File: config.mk
export PLATFORM = sky130hd
export DESIGN_NAME = serial_adder_subtractor
export DESIGN_NICKNAME = d
export VERILOG_FILES = /design/src/rtl/serial_adder_subtractor.sv
export SDC_FILE = /design/constraint.sdc
export NUM_CORES = 1
export LEC_CHECK = 0
export ABC_CLOCK_PERIOD_IN_PS = 2300
export CAP_MARGIN = 20
export CELL_PAD_IN_SITES_DETAIL_PLACEMENT = 1
export CELL_PAD_IN_SITES_GLOBAL_PLACEMENT = 1
export CORE_MARGIN = 5
export CORE_UTILIZATION = 35
export DETAILED_ROUTE_END_ITERATION = 10
export GPL_TIMING_DRIVEN = 0
export PLACE_DENSITY_LB_ADDON = 0.1
export SLEW_MARGIN = 20
export SYNTH_ARGS = -nofsm -noshare
export SYNTH_HDL_FRONTEND = slang
export SYNTH_SLANG_ARGS = --single-unit
File: constraint.sdc
create_clock -name clk -period 2.3 [get_ports clk]
set_input_delay 0.345 -clock clk [delete_from_list [all_inputs] [get_ports clk]]
set_output_delay 0.345 -clock clk [all_outputs]
set_load 0.02 [all_outputs]
File: src/rtl/serial_adder_subtractor.sv
// serial_adder_subtractor: digit-serial two's complement adder/subtractor with C/V/Z flags
//
// Processes DIGIT bits per clock, LSB slice first, taking N = WIDTH/DIGIT RUN cycles
// per operation. The result and flags are registered and change only in the DONE cycle.
//
// Parameters:
//   WIDTH  operand/result width in bits (>= 2)
//   DIGIT  bits handled per cycle; WIDTH must be a multiple of DIGIT
//
// Ports:
//   clk    rising-edge clock
//   rst_n  synchronous active-low reset
//   start  operation request, honoured in IDLE or DONE
//   A, B   operands (two's complement)
//   Op     0 = A+B, 1 = A-B
//   busy   high while RUN slices are being processed
//   done   one-cycle pulse in the cycle S/C/V/Z take the new result
//   S      result
//   C      carry out, or borrow on subtract
//   V      signed overflow
//   Z      result is zero
//
// Build option:
//   ADDSUB_SAT_EN  when defined, S saturates to the signed extreme on overflow
module serial_adder_subtractor #(
    parameter int WIDTH = 16,
    parameter int DIGIT = 4
) (
    input  logic             clk,
    input  logic             rst_n,
    input  logic             start,
    input  logic [WIDTH-1:0] A,
    input  logic [WIDTH-1:0] B,
    input  logic             Op,
    output logic             busy,
    output logic             done,
    output logic [WIDTH-1:0] S,
    output logic             C,
    output logic             V,
    output logic             Z
);
    localparam int N  = WIDTH / DIGIT;
    localparam int CW = (N > 1) ? $clog2(N) : 1;

    typedef enum logic [1:0] {IDLE, RUN, DONE} state_t;

    state_t            state_q, state_d;
    logic [WIDTH-1:0]  a_q, b_q, acc_q, s_q;
    logic              op_q, carry_q, c_q, v_q, z_q;
    logic [CW-1:0]     cnt_q;

    logic              accept, last;
    logic [DIGIT-1:0]  a_sl, b_sl;
    logic [DIGIT:0]    slice_sum;
    logic              cin_msb, c_nx, v_nx;
    logic [WIDTH-1:0]  acc_nx, s_fin;

    assign accept = start && (state_q != RUN);
    assign last   = (cnt_q == CW'(N - 1));

    always_ff @(posedge clk) begin
        if (!rst_n) state_q <= IDLE;
        else        state_q <= state_d;
    end

    always_comb begin
        state_d = state_q;
        case (state_q)
            IDLE:    state_d = accept ? RUN : IDLE;
            RUN:     state_d = last ? DONE : RUN;
            DONE:    state_d = accept ? RUN : IDLE;
            default: state_d = IDLE;
        endcase
    end

    always_comb begin
        busy = (state_q == RUN);
        done = (state_q == DONE);
    end

    // Operands shift right each cycle, so the active slice is always the low DIGIT bits.
    always_comb begin
        a_sl      = a_q[DIGIT-1:0];
        b_sl      = b_q[DIGIT-1:0] ^ {DIGIT{op_q}};
        slice_sum = {1'b0, a_sl} + {1'b0, b_sl} + {{DIGIT{1'b0}}, carry_q};
        // Carry into a bit is recovered from its sum bit and its two inputs.
        cin_msb   = slice_sum[DIGIT-1] ^ a_sl[DIGIT-1] ^ b_sl[DIGIT-1];
        c_nx      = slice_sum[DIGIT] ^ op_q;
        v_nx      = cin_msb ^ slice_sum[DIGIT];
        // New slice enters at the top; after N cycles the LSB slice sits at the bottom.
        acc_nx    = (acc_q >> DIGIT) | (WIDTH'(slice_sum[DIGIT-1:0]) << (WIDTH - DIGIT));
`ifdef ADDSUB_SAT_EN
        // In the final cycle a_sl is the top slice, so its MSB is the sign of A.
        s_fin     = !v_nx ? acc_nx :
                    a_sl[DIGIT-1] ? {1'b1, {(WIDTH-1){1'b0}}} : {1'b0, {(WIDTH-1){1'b1}}};
`else
        s_fin     = acc_nx;
`endif
    end

    always_ff @(posedge clk) begin
        if (!rst_n) begin
            a_q     <= '0;
            b_q     <= '0;
            op_q    <= 1'b0;
            carry_q <= 1'b0;
            cnt_q   <= '0;
            acc_q   <= '0;
            s_q     <= '0;
            c_q     <= 1'b0;
            v_q     <= 1'b0;
            z_q     <= 1'b0;
        end else if (accept) begin
            a_q     <= A;
            b_q     <= B;
            op_q    <= Op;
            carry_q <= Op;
            cnt_q   <= '0;
            acc_q   <= '0;
        end else if (state_q == RUN) begin
            a_q     <= a_q >> DIGIT;
            b_q     <= b_q >> DIGIT;
            carry_q <= slice_sum[DIGIT];
            cnt_q   <= cnt_q + CW'(1);
            acc_q   <= acc_nx;
            if (last) begin
                s_q <= s_fin;
                c_q <= c_nx;
                v_q <= v_nx;
                z_q <= (s_fin == '0);
            end
        end
    end

    assign S = s_q;
    assign C = c_q;
    assign V = v_q;
    assign Z = z_q;
endmodule

After elaboration in Yosys (flattened, before gate mapping)
Cells that the tools add are included.
{"block": "classes", "n_bitwise": 8, "n_reduce_logical": 7, "muxes": 9, "n_addsub": 3, "eq_ne": 4}
{"op": "16-bit two-way mux", "count": 4}
{"op": "16-bit logical NOT", "count": 1}
{"op": "12-bit by 16-bit bitwise OR with 16-bit output", "count": 1}
{"op": "4-bit by 4-bit adder with 5-bit output", "count": 1}
{"op": "5-bit by 1-bit adder with 5-bit output", "count": 1}
{"op": "2-bit == test (second input constant)", "count": 2}
{"op": "2-bit one-hot mux with 2 select lines", "count": 1}
{"op": "2-bit OR reduction", "count": 2}
{"op": "1-bit bitwise XOR", "count": 4}
{"op": "4-bit bitwise XOR", "count": 1}
{"op": "1-bit two-way mux", "count": 3}
{"op": "3-bit AND reduction", "count": 1}
{"op": "2-bit by 1-bit adder with 2-bit output (second input constant)", "count": 1}
{"op": "2-bit by 1-bit == test with 1-bit output (second input constant)", "count": 1}
{"op": "2-bit logical NOT", "count": 1}
{"op": "2-bit two-way mux", "count": 1}
{"op": "2-bit by 1-bit inequality test with 1-bit output (second input constant)", "count": 1}
{"op": "1-bit inverter", "count": 2}
{"op": "2-bit nonzero test", "count": 1}
{"op": "1-bit logical AND", "count": 1}
{"block": "word_totals", "wordCells": 42, "in_bits": 36, "register_bits": 73}

Logic depth before layout (Yosys ltp)
Gate-level depths: netlist of the first run.
{"block": "logic_depth", "word_depth": 6, "depth_mapped": 8, "depth_no_buf": 7}

Least setup slack after synthesis of the first run
Ideal clock, no wire load.
{"block": "synth_path", "path_type": "register to register", "startpoint": "register op_q", "endpoint": "register v_q (netlist: V)", "arrival_time_ns": 2.117, "period_less_slack_ns": 2.191, "slack_ns": 0.109, "t_required_ns": 2.226, "path_stages_with_launch": 9, "path_cell_list": "dfxtp_1 > buf_6 > xnor2_1 > fa_1 > fa_1 > nand3b_1 > a21o_1 > a211o_1 > a31oi_1"}
{"block": "synth_via", "elab_chain_len": 6}
{"item": "start: declaration", "line": "49", "text": "logic op_q, carry_q, c_q, v_q, z_q;"}
{"item": "start signal: assignment", "line": "116", "text": "op_q <= Op;"}
{"item": "4-bit bitwise XOR *", "line": "84", "text": "b_sl = b_q[DIGIT-1:0] ^ {DIGIT{op_q}};"}
{"item": "4-bit by 4-bit adder with 5-bit output", "line": "85", "text": "slice_sum = {1'b0, a_sl} + {1'b0, b_sl} + {{DIGIT{1'b0}}, carry_q};"}
{"item": "5-bit by 1-bit adder with 5-bit output", "line": "85"}
{"item": "1-bit bitwise XOR (2 in series)", "line": "87", "text": "cin_msb = slice_sum[DIGIT-1] ^ a_sl[DIGIT-1] ^ b_sl[DIGIT-1];"}
{"item": "1-bit bitwise XOR *", "line": "89", "text": "v_nx = cin_msb ^ slice_sum[DIGIT];"}
{"item": "end signal: assignment", "line": "129", "text": "v_q <= v_nx;"}
{"item": "end: declaration", "line": "49"}
Mark *: on every way between the ends. The rest lies on a longest branch, timed or not.
A chain may end at the register's enable or synchronous reset.

Worst setup path in the final report of the first run
Same ends and word-level chain as after synthesis.

==> results of run 1 <==
cells by family (layout without fill, tap and decap cells):
family,after synthesis,after routing,share of synthesized area
AND/OR/NAND/NOR,115,115,0.160
buffers and inverters,29,100,0.0400
adder cells (fa/ha/maj),7,7,0.0338
multiplexers,30,30,0.0990
flip-flops,69,69,0.455
AO/OA/AOI/OAI,72,72,0.188
XOR/XNOR,7,7,0.0247
worst min-delay path, stage by stage (launching register included):
cell,delay (ns)
dfxtp_1,0.31
nand2_1,0.05
a21boi_1,0.05
final cells by class:
class,instances,area (µm²),share of cell area
Buffer,22,95.1,0.0243
Inverter,6,22.5,0.00577
Timing Repair Buffer,57,566,0.145
Sequential cell,69,1380,0.354
Multi-Input combinational cell,231,1550,0.396
Tap cell,108,135,0.0346
Clock buffer,13,149,0.0381
Clock inverter,2,10.0,0.00256
Yosys cell counts (2+ instances only):
cell	number
and3b_1	2
clkbuf_1	13
o211ai_1	4
mux2i_1	30
fa_1	2
xnor2_1	3
xor2_1	3
o21a_1	2
o211a_1	26
a21o_1	2
and2_1	2
nand3_1	6
buf_2	4
nor4_1	2
a21oi_1	13
a211oi_1	2
nand2_1	81
o21ai_0	2
buf_1	5
a21boi_0	16
nor2_1	13
nor2b_1	2
a211o_1	2
dfxtp_1	69
inv_1	5
ha_1	5
power groups by stage:
| stage | Sequential, mW | Combinational, mW | Clock [mW] |
|---|---|---|---|
| after detailed placement | 1.32 | 0.439 | 0 |
| after CTS | 1.29 | 0.450 | 0.886 |
| after global placement | 1.32 | 0.427 | 0 |
| after global routing | 1.30 | 0.497 | 0.942 |
| after floorplan | 1.31 | 0.287 | 0 |
| final | 1.29 | 0.445 | 0.853 |
per-layer routing:
metal  vias to the layer above  GRT usage  part of all wire
li1                       1264          -                 -
met1                      1198      0.189              0.45
met2                        47      0.282              0.50
met3                         7     0.0413             0.040
met4                         0     0.0538             0.012
met5                         -          0                 0
layout by cell type (no fill, tap or decap), drive strengths merged, types with 2 or more instances in the layout:
cell type | Yosys | layout
nand2 | 81 | 81
dfxtp | 69 | 69
clkdlybuf4s50 | 0 | 55
mux2i | 30 | 30
o211a | 26 | 26
clkbuf | 13 | 25
a21boi | 16 | 16
nor2 | 13 | 13
a21oi | 13 | 13
buf | 10 | 12
nand3 | 6 | 6
inv | 6 | 6
ha | 5 | 5
o211ai | 4 | 4
xor2 | 3 | 3
xnor2 | 3 | 3
a21o | 3 | 3
nor2b | 2 | 2
and3b | 2 | 2
and2 | 2 | 2
o21ai | 2 | 2
o21a | 2 | 2
a211o | 2 | 2
nor4 | 2 | 2
a211oi | 2 | 2
fa | 2 | 2
clkinv | 0 | 2
repair_timing:
item / CTS / global route
setup buffers: 1 / 1
endpoints found under the setup margin: 3 / 3
endpoints found under the hold margin: 0 / 0
cloned: 0 / 0
gates resized for setup: 2 / 3
flip-flops by register name, summed over array words and instances (netlist names):
register	count
state_q	2
b_q	16
cnt_q	2
C	1
a_q	16
V	1
Z	1
acc_q	12
carry_q	1
op_q	1
S	16
worst paths after layout:
check / start / end / slack [ns] / cells after the start
max: op_q / V / 0.12 / 8
min reg2reg: Z / Z / 0.46 / 2
max reg2reg: op_q / V / 0.12 / 8
min: Z / Z / 0.46 / 2
==> summary.txt, run 1 <==
Outcome
  – Status: finished clean

Finish
  – Area grow syn2layout: 28.7%
  – Nets: 439
  – Layout Utilization: 0.455
  – # diodes: 0
  – Fraction of layout cells with a size suffix above 1: 0.0625
  – Final std cells w/o fill: 508
  – Final instance area: 0.00391 mm²
  – Fill cells: 1018

Clocking
  – TritonCTS clock tree: done
  – Worst-Skew Late Latency: 0.34 ns
  – Clock buffer count from CTS: 9
  – CTS Sinks: 69
  – Clock slew at reported path FFs: 0.07 ns
  – CTS Root Cell: clkbuf_8
  – Cts hold-fix bufs: 0
  – Bufs on Longest Clock Path: 2
  – H-Tree Depth: 3

STA
  – Setup-failing EPs final: 0
  – Worst slew pin tran: 0.673 ns
  – Fin crit period: 2.18 ns
  – RSZ-0062 raised after global routing: no
  – Clk_skew: 0.00724 ns
  – Slew headroom: 0.551
  – Final setup TNS: 0 ns
  – Post-route worst setup slack: 0.117 ns
  – Period utilization: 0.949
  – Fmax: 458 MHz
  – Slew Limit Fails: 0
  – Hold_ws: 0.456 ns
  – Endpoints failing hold: 0

Worst setup path
  – Worst path arrival time: 2.46 ns
  – CP max stage delay: 0.38 ns
  – Buf+Inv Stages, Crit Path: 1
  – Setup CP Type: register to register
  – Cell mode on critical path: fa_2
  – Cell-by-cell trace of the critical path: buf_6 -> xnor2_1 -> fa_2 -> fa_2 -> nand3b_1 -> a21o_1 -> a211o_1 -> a31oi_1
  – Critical Path Source Type: register
  – Slowest cell on crit path: fa_2
  – Top delay family on crit path: adder cells
  – Crit path capture type: register
  – Worst-path fanout max: 8
  – Req. time, crit path: 2.57 ns

Global route
  – First-pass GRT wire length: 13.1 mm
  – Largest net degree at the start of global routing: 20
  – Vias in the first global route: 2657
  – Total GRT Usage: 0.160
  – Grt ovf: 0
  – Antenna violations before repair: 0

Logic synthesis
  – Yosys top cell by area: dfxtp_1
  – Part of the Yosys area used for sequential elements: 0.455
  – Gate Count Post-Synth: 329
  – Synth top area share: 0.455
  – Synth Cell Area: 0.00303 mm²
  – Top FF cell, synth: dfxtp_1
  – Flops & latches, synth: 69
  – Mean post-synth cell area: 9.22 µm²
  – Syn Nets: 372
  – Number of enable flip-flop cells after synthesis: 0
  – Synth async-reset ratio: 0
  – Yosys cell types: 39
  – Synth warn: 0
  – Area contributors post-synth: dfxtp_1 46%, nand2_1 10%, mux2i_1 9.9%

Die
  – Chip Height: 103 µm
  – Die ar.: 0.0106 mm²
  – Row count: 34
  – Starting density of the core: 0.353
  – Core Area: 0.00859 mm²
  – Die X: 103 µm
  – IO Pins: 57

Route
  – Vias: 2516
  – Remaining antenna violation count after routing: 0
  – Routed wire per std cell: 15.5 µm
  – Initial DRC count: 49
  – DRC violations left: 0
  – WL final: 7.88 mm
  – Router iterations before antenna repair: 4
  – Via-to-Cell Ratio: 4.95

Placement
  – HPWL Detailed: 5.97 mm
  – GP Congestion: 0.851
  – DP Area: 0.00372 mm²
  – Dpl ws: -0.0753 ns
  – Port-buffer cells: 55
  – Placed Cells: 492

Job
  – # Max-Cap Violations: 0

Power
  – Pleak: 1.76 nW
  – Seq pwr share: 0.499
  – Int Power: 1.89 mW
  – Power Density: 664 mW/mm²
  – Sw Pwr: 706 µW
  – Net Sw Frac: 0.272
  – Comb pwr share: 0.172
  – Clk network pwr share: 0.329
  – Total Power: 2.59 mW
  – Max VDD drop: 0.337 mV

Min path
  – HP Class: register to register
No activity file was read; power rests on OpenSTA's default activity.
==> run 2: changes to the inputs <==
- CORE_UTILIZATION: 35 -> 43
- DONT_BUFFER_PORTS: unset -> 1
- TNS_END_PERCENT: unset -> 1
==> run 2 against run 1 <==
Compared with the run above: non-clock buffer count is 55 lower; power is 3.6% higher; clock skew is 0.0013 ns lower; cell count shrank 13%; cell area is 14% lower; register-to-register slack about the same; critical path depth unchanged; first-iteration DRC count down 31%; hold slack worse by 0.30 ns; sequential power is essentially flat; flip-flop and latch count is the same; critical endpoint unchanged.
==> summary.txt, run 2 (same netlist as run 1, synthesis figures left out) <==
Min path
  – Hold Crit Depth: 2 (unchanged)
  – Hold Path Sink: a_q[12]
  – HP Class: primary input to register
  – Hold_sp: A[12]

STA
  – Final setup TNS: 0 ns (unchanged)
  – Slew headroom: 0.542 (-0.00936)
  – Fin crit period: 2.18 ns (-0.00103 ns)
  – Setup-failing EPs final: 0 (unchanged)
  – Fmax: 458 MHz (about the same)
  – RSZ-0062 raised after global routing: yes
  – Worst slew pin tran: 0.687 ns (+0.0140 ns)
  – Period utilization: 0.949 (about the same)
  – Clk_skew: 0.00598 ns (-0.00127 ns)
  – Endpoints failing hold: 0 (unchanged)
  – Post-route worst setup slack: 0.118 ns (+0.00103 ns)
  – Slew Limit Fails: 0 (unchanged)

Job
  – # Max-Cap Violations: 0 (unchanged)

Global route
  – First-pass GRT wire length: 12.5 mm (-4.6%)
  – Grt ovf: 0 (unchanged)
  – Total GRT Usage: 0.183 (+0.0230)
  – Antenna violations before repair: 0 (unchanged)
  – Largest net degree at the start of global routing: 11 (-45%)
  – Vias in the first global route: 2503 (-5.8%)

Finish
  – Fill cells: 809 (-21%)
  – # diodes: 0 (unchanged)
  – Fraction of layout cells with a size suffix above 1: 0.0698 (+0.00727)
  – Layout Utilization: 0.494 (+0.0392)
  – Nets: 384 (-13%)
  – Area grow syn2layout: 11.2%
  – Leading cell type in the layout, fill and taps excluded: nand2_1
  – Leading cell types in the layout, fill and taps excluded: 81 x nand2_1, 69 x dfxtp_1, 30 x mux2i_1, 26 x o211a_1, 15 x a21boi_0

Worst setup path
  – Req. time, crit path: 2.57 ns (about the same)
  – Top delay family on crit path: adder cells
  – CP max stage delay: 0.39 ns (about the same)
  – Crit path capture type: register
  – Worst path arrival time: 2.45 ns (about the same)
  – Setup CP Type: register to register
  – Cell-by-cell trace of the critical path: buf_6 -> xnor2_1 -> fa_2 -> fa_2 -> nand3b_1 -> a21o_1 -> a211o_1 -> a31oi_1
  – Buf+Inv Stages, Crit Path: 1 (unchanged)
  – Critical Path Source Type: register
  – FF-to-FF End: V
  – Cell mode on critical path: fa_2
  – Worst reg2reg path startpoint: op_q
  – Worst-path fanout max: 8 (unchanged)
  – Slowest cell on crit path: fa_2
  – Worst r2r path cells: 8 (unchanged)
  – Worst reg-to-reg setup slack: 0.12 ns (about the same)

Route
  – Vias: 2354 (-6.4%)
  – WL final: 7.61 mm (-3.4%)
  – Routed wire per std cell: 17.3 µm (+12%)
  – Via-to-Cell Ratio: 5.35 (+8.0%)
  – Initial DRC count: 34 (-31%)
  – DRC violations left: 0 (unchanged)
  – Remaining antenna violation count after routing: 0 (unchanged)
  – Router iterations before antenna repair: 4 (unchanged)

Power
  – Pleak: 1.57 nW (-11%)
  – Total Power: 2.69 mW (+3.6%)
  – Max VDD drop: 0.416 mV (+23%)
  – Power Density: 796 mW/mm² (+20%)

Clocking
  – Worst-Skew Late Latency: 0.34 ns (about the same)
  – H-Tree Depth: 3 (unchanged)
  – Clock slew at reported path FFs: 0.07 ns (about the same)
  – Bufs on Longest Clock Path: 2 (unchanged)
  – CTS Sinks: 69 (unchanged)
  – CTS Root Cell: clkbuf_8
  – Cts hold-fix bufs: 0 (unchanged)
  – Clock buffer count from CTS: 9 (unchanged)
  – TritonCTS clock tree: done

Outcome
  – Status: finished clean

Placement
  – HPWL Detailed: 5.57 mm (-6.8%)
  – Port-buffer cells: 0 (-100%)
  – Dpl ws: -0.0487 ns (+0.0266 ns)
  – GP Congestion: 0.768 (-9.7%)

Die
  – Core Area: 0.00683 mm² (-21%)
  – Chip Height: 94 µm (-8.8%)
  – Row count: 30 (-12%)
  – IO Pins: 57 (unchanged)
  – Starting density of the core: 0.444 (+0.0911)
  – Die X: 94 µm (-8.8%)
  – Die ar.: 0.00884 mm² (-17%)
run 2: cell count changes in the layout (fill, tap and decap cells not counted):
cell and delta:
a21oi_2 -1, clkbuf_8 +2, buf_4 -1, a21oi_1 +1, clkinv_2 -2, clkbuf_1 -1, bufinv_16 +1, clkdlybuf4s50_1 -55
run 2: worst max path at each step:
stage,to,start,cells past startpoint
floorplan,V,op_q,8
global placement,V,op_q,8
detailed placement,V,op_q,8
CTS,Z,op_q,8
global route,V,op_q,8
finish,V,op_q,8
run 2: power breakdown:
part	internal (mW)	total (mW)	switching [mW]
logic	0.166	0.382	0.216
registers	1.26	1.30	0.0400
clock network	0.579	1.01	0.430
total	2.00	2.69	0.686
run 2: repair_timing:
item | in CTS | in global routing
setup buffers | 1 | 0
setup endpoints to repair | 2 | 3
pin swaps | 0 | 0
gates resized for setup | 1 | 3
run 2: per-layer routing:
metal / share of wire / global-route usage / vias up
met5: 0 / 0 / -
met4: 0.014 / 0.0722 / 0
met3: 0.047 / 0.0489 / 10
met2: 0.52 / 0.329 / 43
met1: 0.42 / 0.204 / 1147
li1: - / - / 1154
run 2: layout make-up:
class / instances / area, µm² / share of cell area
repair buffers: 1 / 7.51 / 0.00223
plain buffers: 23 / 98.8 / 0.0293
well taps: 96 / 120 / 0.0356
clock buffers: 13 / 169 / 0.0501
inverters: 6 / 22.5 / 0.00668
clock inverters: 1 / 30.0 / 0.00890
multi-input cells: 231 / 1540 / 0.458
flip-flops and latches: 69 / 1380 / 0.409
run 2: metrics by stage:
step	hold WS, ns	area [µm²]	cells
floorplan	0.440	3030	329
global placement	0.450	3150	425
detailed placement	0.462	3150	425
CTS	0.145	3370	440
global route	0.160	3370	440
finish	0.156	3370	440
